## src/rtl/mexiko_pkg.sv

```systemverilog
// Shared reset-sequencer types: FSM state encodings and a small constant helper.
package mexiko_pkg;

   typedef enum logic [2:0] {
      HOLD     = 3'd0,
      NET_WAIT = 3'd1,
      RUN      = 3'd2,
      FAIL     = 3'd3
   } rst_state_t;

   function automatic int max_int(input int a, input int b);
      return (a > b) ? a : b;
   endfunction

endpackage

```

## src/rtl/cdc_sync.sv

```systemverilog
// Single-bit flop-chain synchronizer with asynchronous reset to a selectable value.
module cdc_sync #(
   parameter int   STAGES    = 2,
   parameter logic RESET_VAL = 1'b0
) (
   input  logic clk,
   input  logic rst,
   input  logic d,
   output logic q
);

   logic [STAGES-1:0] chain;

   // STAGES must be at least 2 for metastability settling.
   always_ff @(posedge clk or posedge rst) begin
      if (rst) begin
         chain <= {STAGES{RESET_VAL}};
      end else begin
         chain <= {chain[STAGES-2:0], d};
      end
   end

   assign q = chain[STAGES-1];

endmodule

```

## src/rtl/rst_seq.sv

```systemverilog
// Board reset sequencer: holds the network block, waits for its resetdone, then releases the SoC.
// Define RST_SEQ_RETRY_EN to retry forever after a resetdone timeout instead of parking in FAIL.
module rst_seq
   import mexiko_pkg::*;
#(
   parameter int HOLD_CYCLES  = 1024,
   parameter int DONE_TIMEOUT = 1048576,
   parameter int SYNC_STAGES  = 2
) (
   input  logic       sys_clk_i,
   input  logic       areset_i,
   input  logic       net_resetdone_i,
   output logic       net_rst_o,
   output logic       sys_rst_o,
   output logic       sys_rst_n_o,
   output logic       ready_o,
   output logic       timeout_o,
   output logic [2:0] state_o
);

   localparam int CNT_W = max_int(1, $clog2(max_int(HOLD_CYCLES, DONE_TIMEOUT)));
   localparam logic [CNT_W-1:0] HOLD_LAST = CNT_W'(HOLD_CYCLES - 1);
   localparam logic [CNT_W-1:0] HOLD_ARM  = CNT_W'((HOLD_CYCLES >= 2) ? HOLD_CYCLES - 2 : 0);
   localparam logic [CNT_W-1:0] DONE_LAST = CNT_W'(DONE_TIMEOUT - 1);

   rst_state_t       state;
   logic [CNT_W-1:0] cnt;
   logic             rst_int;
   logic             done_sync;
   logic             done_clr;

   cdc_sync #(.STAGES(SYNC_STAGES), .RESET_VAL(1'b1)) u_rst_sync (
      .clk (sys_clk_i),
      .rst (areset_i),
      .d   (1'b0),
      .q   (rst_int)
   );

   // The resetdone synchronizer is kept clear while the network is in reset so a stale
   // resetdone cannot leak through; it is armed one cycle before leaving HOLD so a
   // resetdone that is already high is seen exactly SYNC_STAGES edges after net_rst_o falls.
   cdc_sync #(.STAGES(SYNC_STAGES), .RESET_VAL(1'b0)) u_done_sync (
      .clk (sys_clk_i),
      .rst (done_clr),
      .d   (net_resetdone_i),
      .q   (done_sync)
   );

   always_ff @(posedge sys_clk_i or posedge rst_int) begin
      if (rst_int) begin
         state       <= HOLD;
         cnt         <= '0;
         net_rst_o   <= 1'b1;
         sys_rst_o   <= 1'b1;
         sys_rst_n_o <= 1'b0;
         ready_o     <= 1'b0;
         timeout_o   <= 1'b0;
         done_clr    <= 1'b1;
      end else begin
         case (state)
            HOLD: begin
               if (cnt == HOLD_ARM) begin
                  done_clr <= 1'b0;
               end
               if (cnt == HOLD_LAST) begin
                  cnt       <= '0;
                  state     <= NET_WAIT;
                  net_rst_o <= 1'b0;
                  done_clr  <= 1'b0;
               end else begin
                  cnt <= cnt + 1'b1;
               end
            end
            NET_WAIT: begin
               // resetdone is tested first so it wins over a simultaneous timeout.
               if (done_sync) begin
                  cnt         <= '0;
                  state       <= RUN;
                  sys_rst_o   <= 1'b0;
                  sys_rst_n_o <= 1'b1;
                  ready_o     <= 1'b1;
               end else if (cnt == DONE_LAST) begin
                  cnt       <= '0;
                  timeout_o <= 1'b1;
                  net_rst_o <= 1'b1;
                  done_clr  <= 1'b1;
`ifdef RST_SEQ_RETRY_EN
                  state     <= HOLD;
`else
                  state     <= FAIL;
`endif
               end else begin
                  cnt <= cnt + 1'b1;
               end
            end
            RUN: begin
               if (!done_sync) begin
                  cnt         <= '0;
                  state       <= HOLD;
                  net_rst_o   <= 1'b1;
                  sys_rst_o   <= 1'b1;
                  sys_rst_n_o <= 1'b0;
                  ready_o     <= 1'b0;
                  done_clr    <= 1'b1;
               end
            end
            FAIL: begin
               net_rst_o <= 1'b1;
               sys_rst_o <= 1'b1;
            end
            default: begin
               cnt         <= '0;
               state       <= HOLD;
               net_rst_o   <= 1'b1;
               sys_rst_o   <= 1'b1;
               sys_rst_n_o <= 1'b0;
               ready_o     <= 1'b0;
               done_clr    <= 1'b1;
            end
         endcase
      end
   end

   assign state_o = state;

endmodule

```

## config.mk

```make
export PLATFORM = sky130hd
export DESIGN_NAME = rst_seq
export DESIGN_NICKNAME = d
export VERILOG_FILES = /design/src/rtl/mexiko_pkg.sv /design/src/rtl/cdc_sync.sv /design/src/rtl/rst_seq.sv
export SDC_FILE = /design/constraint.sdc
export NUM_CORES = 1
export LEC_CHECK = 0
export ABC_AREA = 1
export ABC_CLOCK_PERIOD_IN_PS = 1290
export CAP_MARGIN = 20
export CELL_PAD_IN_SITES_DETAIL_PLACEMENT = 0
export CELL_PAD_IN_SITES_GLOBAL_PLACEMENT = 1
export CORE_MARGIN = 3
export CORE_UTILIZATION = 44
export CTS_CLUSTER_DIAMETER = 80
export DETAILED_ROUTE_END_ITERATION = 10
export PLACE_DENSITY_LB_ADDON = 0.1
export SYNTH_ARGS = -nofsm -noshare
export SYNTH_HDL_FRONTEND = slang
export SYNTH_HIERARCHICAL = 1
export SYNTH_SLANG_ARGS = --single-unit
```

## constraint.sdc

```tcl
create_clock -name sys_clk_i -period 1.29 [get_ports sys_clk_i]
set_input_delay 0.258 -clock sys_clk_i [delete_from_list [all_inputs] [get_ports sys_clk_i]]
set_output_delay 0.258 -clock sys_clk_i [all_outputs]
set_load 0.02 [all_outputs]
```

# == After elaboration in Yosys (flattened, before gate mapping) ==
# Cells that the tools add are included.
# op_classes
mux,23
bitwise,4
reduce_logical,9
n_mul,0
n_addsub,1
shift,0
magnitude_cmp,0
n_div,0
eq_ne,13
# op_table
cell,n
20-bit two-way mux,4
20-bit one-hot mux with 4 select lines,1
"20-bit by 10-bit == test with 1-bit output, second input constant",2
"20-bit by 1-bit adder with 20-bit output, second input constant",1
"20-bit == test, second input constant",1
3-bit two-way mux,4
3-bit one-hot mux with 4 select lines,1
1-bit two-way mux,9
1-bit one-hot mux with 3 select lines,3
3-bit AND reduction,3
"2-bit inequality test, second input constant",4
4-bit AND reduction,2
"3-bit by 2-bit == test with 1-bit output, second input constant",2
5-bit AND reduction,1
1-bit NOT,4
1-bit one-hot mux with 4 select lines,1
"3-bit by 1-bit == test with 1-bit output, second input constant",1
3-bit logical NOT,1
"3-bit by 2-bit inequality test with 1-bit output, second input constant",1
"3-bit inequality test, second input constant",1
"2-bit by 1-bit inequality test with 1-bit output, second input constant",1
2-bit AND reduction,1
2-bit OR reduction,1
# word_totals
in_bits,3
register_bits,32
rom_bits,0
latchBits,0
ramBits,0
memories,0
output_inout_bits,8
wordCells,59

# == Longest topological paths before layout ==
# depth
word_depth,4
depth_mapped,13
depth_no_buf,12

# == Hierarchy ==
# Netlist, hierarchy kept.
# modules_own_cells
mod,area_each_um2,seq_area_each_um2,n_inst,cells_per_inst
rst_seq,1704.1,679.4,1,227
cdc_sync (u_rst_sync),56.3,52.6,1,3
cdc_sync (u_done_sync),53.8,50.0,1,3

# == Worst setup path after synthesis ==
# No wires, ideal clock.
# synth_timing
path_kind,register -> register
startpoint,reg state[0] (netlist: state_o[0])
endpoint,reg cnt[10]
setup_ns,0.121
stages_incl_launch_ff,11
t_required_ns,1.169
path_slack_ns,-0.550
arrival_ns,1.719
n_path_buf,1
period_less_slack_ns,1.840
path_cell_list,dfrtp_1 inv_1 ha_1 nand2_1 nand2_1 buf_2 nor2_1 nand4_1 nor2_1 xnor2_1 nor2_2
# synth_via
elab_chain_cells,3
word_cells_on_any_way,8
classes_between,4 x eq/ne; 1 x mux; 1 x bitwise; 2 x reduce/logical
# synth_lines
item,line,rtl
start: declaration,rst_seq.sv:26,rst_state_t state;
start signal: assignment,rst_seq.sv:51,state <= HOLD;
start signal: assignment,rst_seq.sv:67,state <= NET_WAIT;
start signal: assignment,rst_seq.sv:78,state <= RUN;
3-bit by 2-bit == test with 1-bit output,rst_seq.sv:60,case (state)
2-bit inequality test (no source line) / 1-bit NOT (equally long branches),n/a,
2-bit AND reduction (no source line),n/a,
end signal: assignment,rst_seq.sv:71,cnt <= cnt + 1'b1;
end signal: assignment,rst_seq.sv:93,cnt <= cnt + 1'b1;
end: declaration,rst_seq.sv:27,logic [CNT_W-1:0] cnt;
# Parallel ways exist; a longest one is shown, timed or not.
# A chain may end at the register's enable or synchronous reset.

# == Worst setup path after layout ==
# layout_timing
startpoint,reg state[0] (netlist: state_o[0])
endpoint,reg cnt[11]
# The elaborated chain is that of the path after synthesis.

==> results.toml <==
[outcome]
status = "finished, violations left"
violations = "setup timing"

[power]
power.leakage_nw = 1.427
vdd_drop_max_uv = 482.7
power-per-cell-area_nw_per_um2 = 597.0

[worst_setup_path]
startpoint_type = "register"
crit_type = "reg2reg"
rrSetupSlack_ns = -0.31
crit_top_cell = "buf_4"
endpoint_kind = "register"
cp.buffers_inverters = 4
worstPathArrival_ns = 1.77
crit_path_cell_trace = "inv_2 -> ha_4 -> nand2_4 -> nand2_8 -> inv_8 -> nand3_4 -> nor2_4 -> buf_4 -> buf_4 -> xnor2_1 -> nor2_2"
crit_slowest_cell = "dfrtp_2"
crit_family = "simple AND/OR/NAND/NOR gates"
crit_fanout = 6
slowest_delay_ns = 0.40
crit_required_ns = 1.47

[timing]
period_share_pct = 123.9
fmax_mhz = 625.5
rsz0062_at_grt = "yes"
hold_viol = 0
setup_tns_ns = -6.642
period_minus_slack_ns = 1.599
setup_viol = 27
final_max_slew_viol_count = 0
fin_skew_ns = 0.009718
layout_setup_ws_ns = -0.3087
timing.hold.ws_ns = 0.1046

[synthesis]
avgSynthCellArea_sq_um = 7.786
syn_inst = 233
async_flop_share_pct = 100.0
synth_top_area_cell = "dfrtp_1"
synth_warnings = 6
synth_area_leaders = "dfrtp_1 (36%), nand2_1 (9.9%), dfstp_2 (7.2%)"
synth-seq-cells = 31
synth_area_sq_um = 1814
yosysSeqAreaShare_pct = 43.10
synth_top_area_share_pct = 35.86
ys.flop_type = "dfrtp_1"
yosysUniqueCellTypes = 30
synth-edff-count = 0

[clock_tree]
cts.sinks = 31
cts_hold_buf = 0
clkLatencyLatePin_ns = 0.28
clk_pin_slew_ns = 0.07
cts_tree = "done"
htree_levels = 2
cts_buffers = 5
cts_buffer_depth = 2
ctsRootBufferMaster = "clkbuf_8"

[route]
drt_wl_total_um = 5131
wl_per_cell_um = 13.94
first_iter_violations = 176
via_count = 1807
ant_nets = 0
post-route-drc-count = 0
drt-pass1-iter-count = 4
viasPerCell = 4.910

[placement]
place.gp.congestion = 0.8320
pre_cts_ws_ns = -0.4208
port_buffers = 9
place_hpwl_um = 3367

[floorplanning]
num_rows = 22
die_y_um = 70.21
coreArea_sq_um = 3826
initial_core_util_pct = 47.42
die-area_sq_um = 4929
die-width_um = 70.21
io_pins = 11

[cells_and_area]
layout.nets = 328
final_common_cell = "buf_4"
n_antenna_cell = 0
drive_gt1_share_pct = 50.31
layout_common_cells = "buf_4 (67), nand2_1 (39), inv_1 (26)"
areaGrowthSynthToFinish_pct = 61.24

[grt]
grt_pass1_vias = 1870
grt_usage_pct = 21.67
grt_max_degree = 28
grt_overflow = 0
grt_pass1_wl_um = 8535
antenna_found_initial = 0

[hold_path]
hold_class = "reg2async"

[job]
maxCapViolCount = 0
-- final cells by class --
cell class	count	area [sq um]
tap	48	60.06
multi-input combinational	161	1144
timing repair buffer	83	671.9
sequential	31	785.8
inverter	36	167.7
fill	259	900.9
clock buffer	8	80.08
timing repair inverter	1	16.27
-- repair_timing --
item | CTS | global route
cloned | 1 | 0
pin swaps | 21 | 14
endpoints found under the hold margin | 0 | 0
resized for setup | 68 | 33
setup endpoints to repair | 33 | 29
buffers inserted | 9 | 4
-- power by group --
group	internal, W	switching [W]	total, W
logic	0.00000998	0.0000255	0.0000355
registers	0.000982	0.00000319	0.000985
clock network	0.000383	0.000343	0.000726
total	0.00137	0.000372	0.00175
-- sequential cells by signal (all words and copies together), names as in the netlist --
signal,count
cnt,20
done_clr,1
net_rst_o,1
ready_o,1
state_o,2
sys_rst_o,1
timeout_o,1
u_done_sync/chain,2
u_rst_sync/chain,2
-- layer usage --
metal	part of all wire (%)	GRT usage (%)
met4	1.7	7.234
met1	42	26.07
met5	0	0
met3	3.6	3.741
met2	53	38.82
-- Yosys cell counts (2+ instances only) --
library cell / number
xor2_1: 3
nor2_1: 34
nand4_1: 8
nand3_1: 17
nand2_2: 2
o21ai_0: 7
nand2_1: 48
ha_1: 6
xnor2_1: 7
buf_2: 2
nor2_2: 10
nor3_1: 5
buf_4: 3
dfstp_2: 5
dfrtp_1: 26
a21oi_1: 2
o22ai_1: 2
inv_1: 34
-- worst paths after layout --
path | start | to | cells after the start
setup / recovery | state_o[0] | cnt[11] | 11
hold / removal | done_clr | u_done_sync/chain[0] | 1
setup reg to reg | state_o[0] | cnt[11] | 11
hold reg to reg | done_clr | u_done_sync/chain[0] | 1
max in group asynchronous | u_rst_sync/chain[1] | done_clr | 2
min in group sys_clk_i | u_done_sync/chain[0] | u_done_sync/chain[1] | 0
-- metrics by stage --
stage | cell area [sq um] | util (%) | cells | total power [W]
floorplan | 1903 | - | 234 | 0.001022
global placement | 2446 | 63.93 | 346 | 0.001036
detailed placement | 2446 | 63.93 | 346 | 0.001038
CTS | 2771 | 72.43 | 364 | 0.001772
global route | 2925 | 76.46 | 368 | 0.001822
finish | 2925 | 76.46 | 368 | 0.001746
-- logic make-up after synthesis --
group                    synth area share, %
flip-flops                             43.10
AO/OA/AOI/OAI                          4.483
buffers and inverters                  10.62
other                                 0.2067
XOR/XNOR                               4.828
multiplexers                          0.5517
AND/OR/NAND/NOR                        32.07
adder cells (fa/ha/maj)                4.138
(Power assumes the default switching activity.)
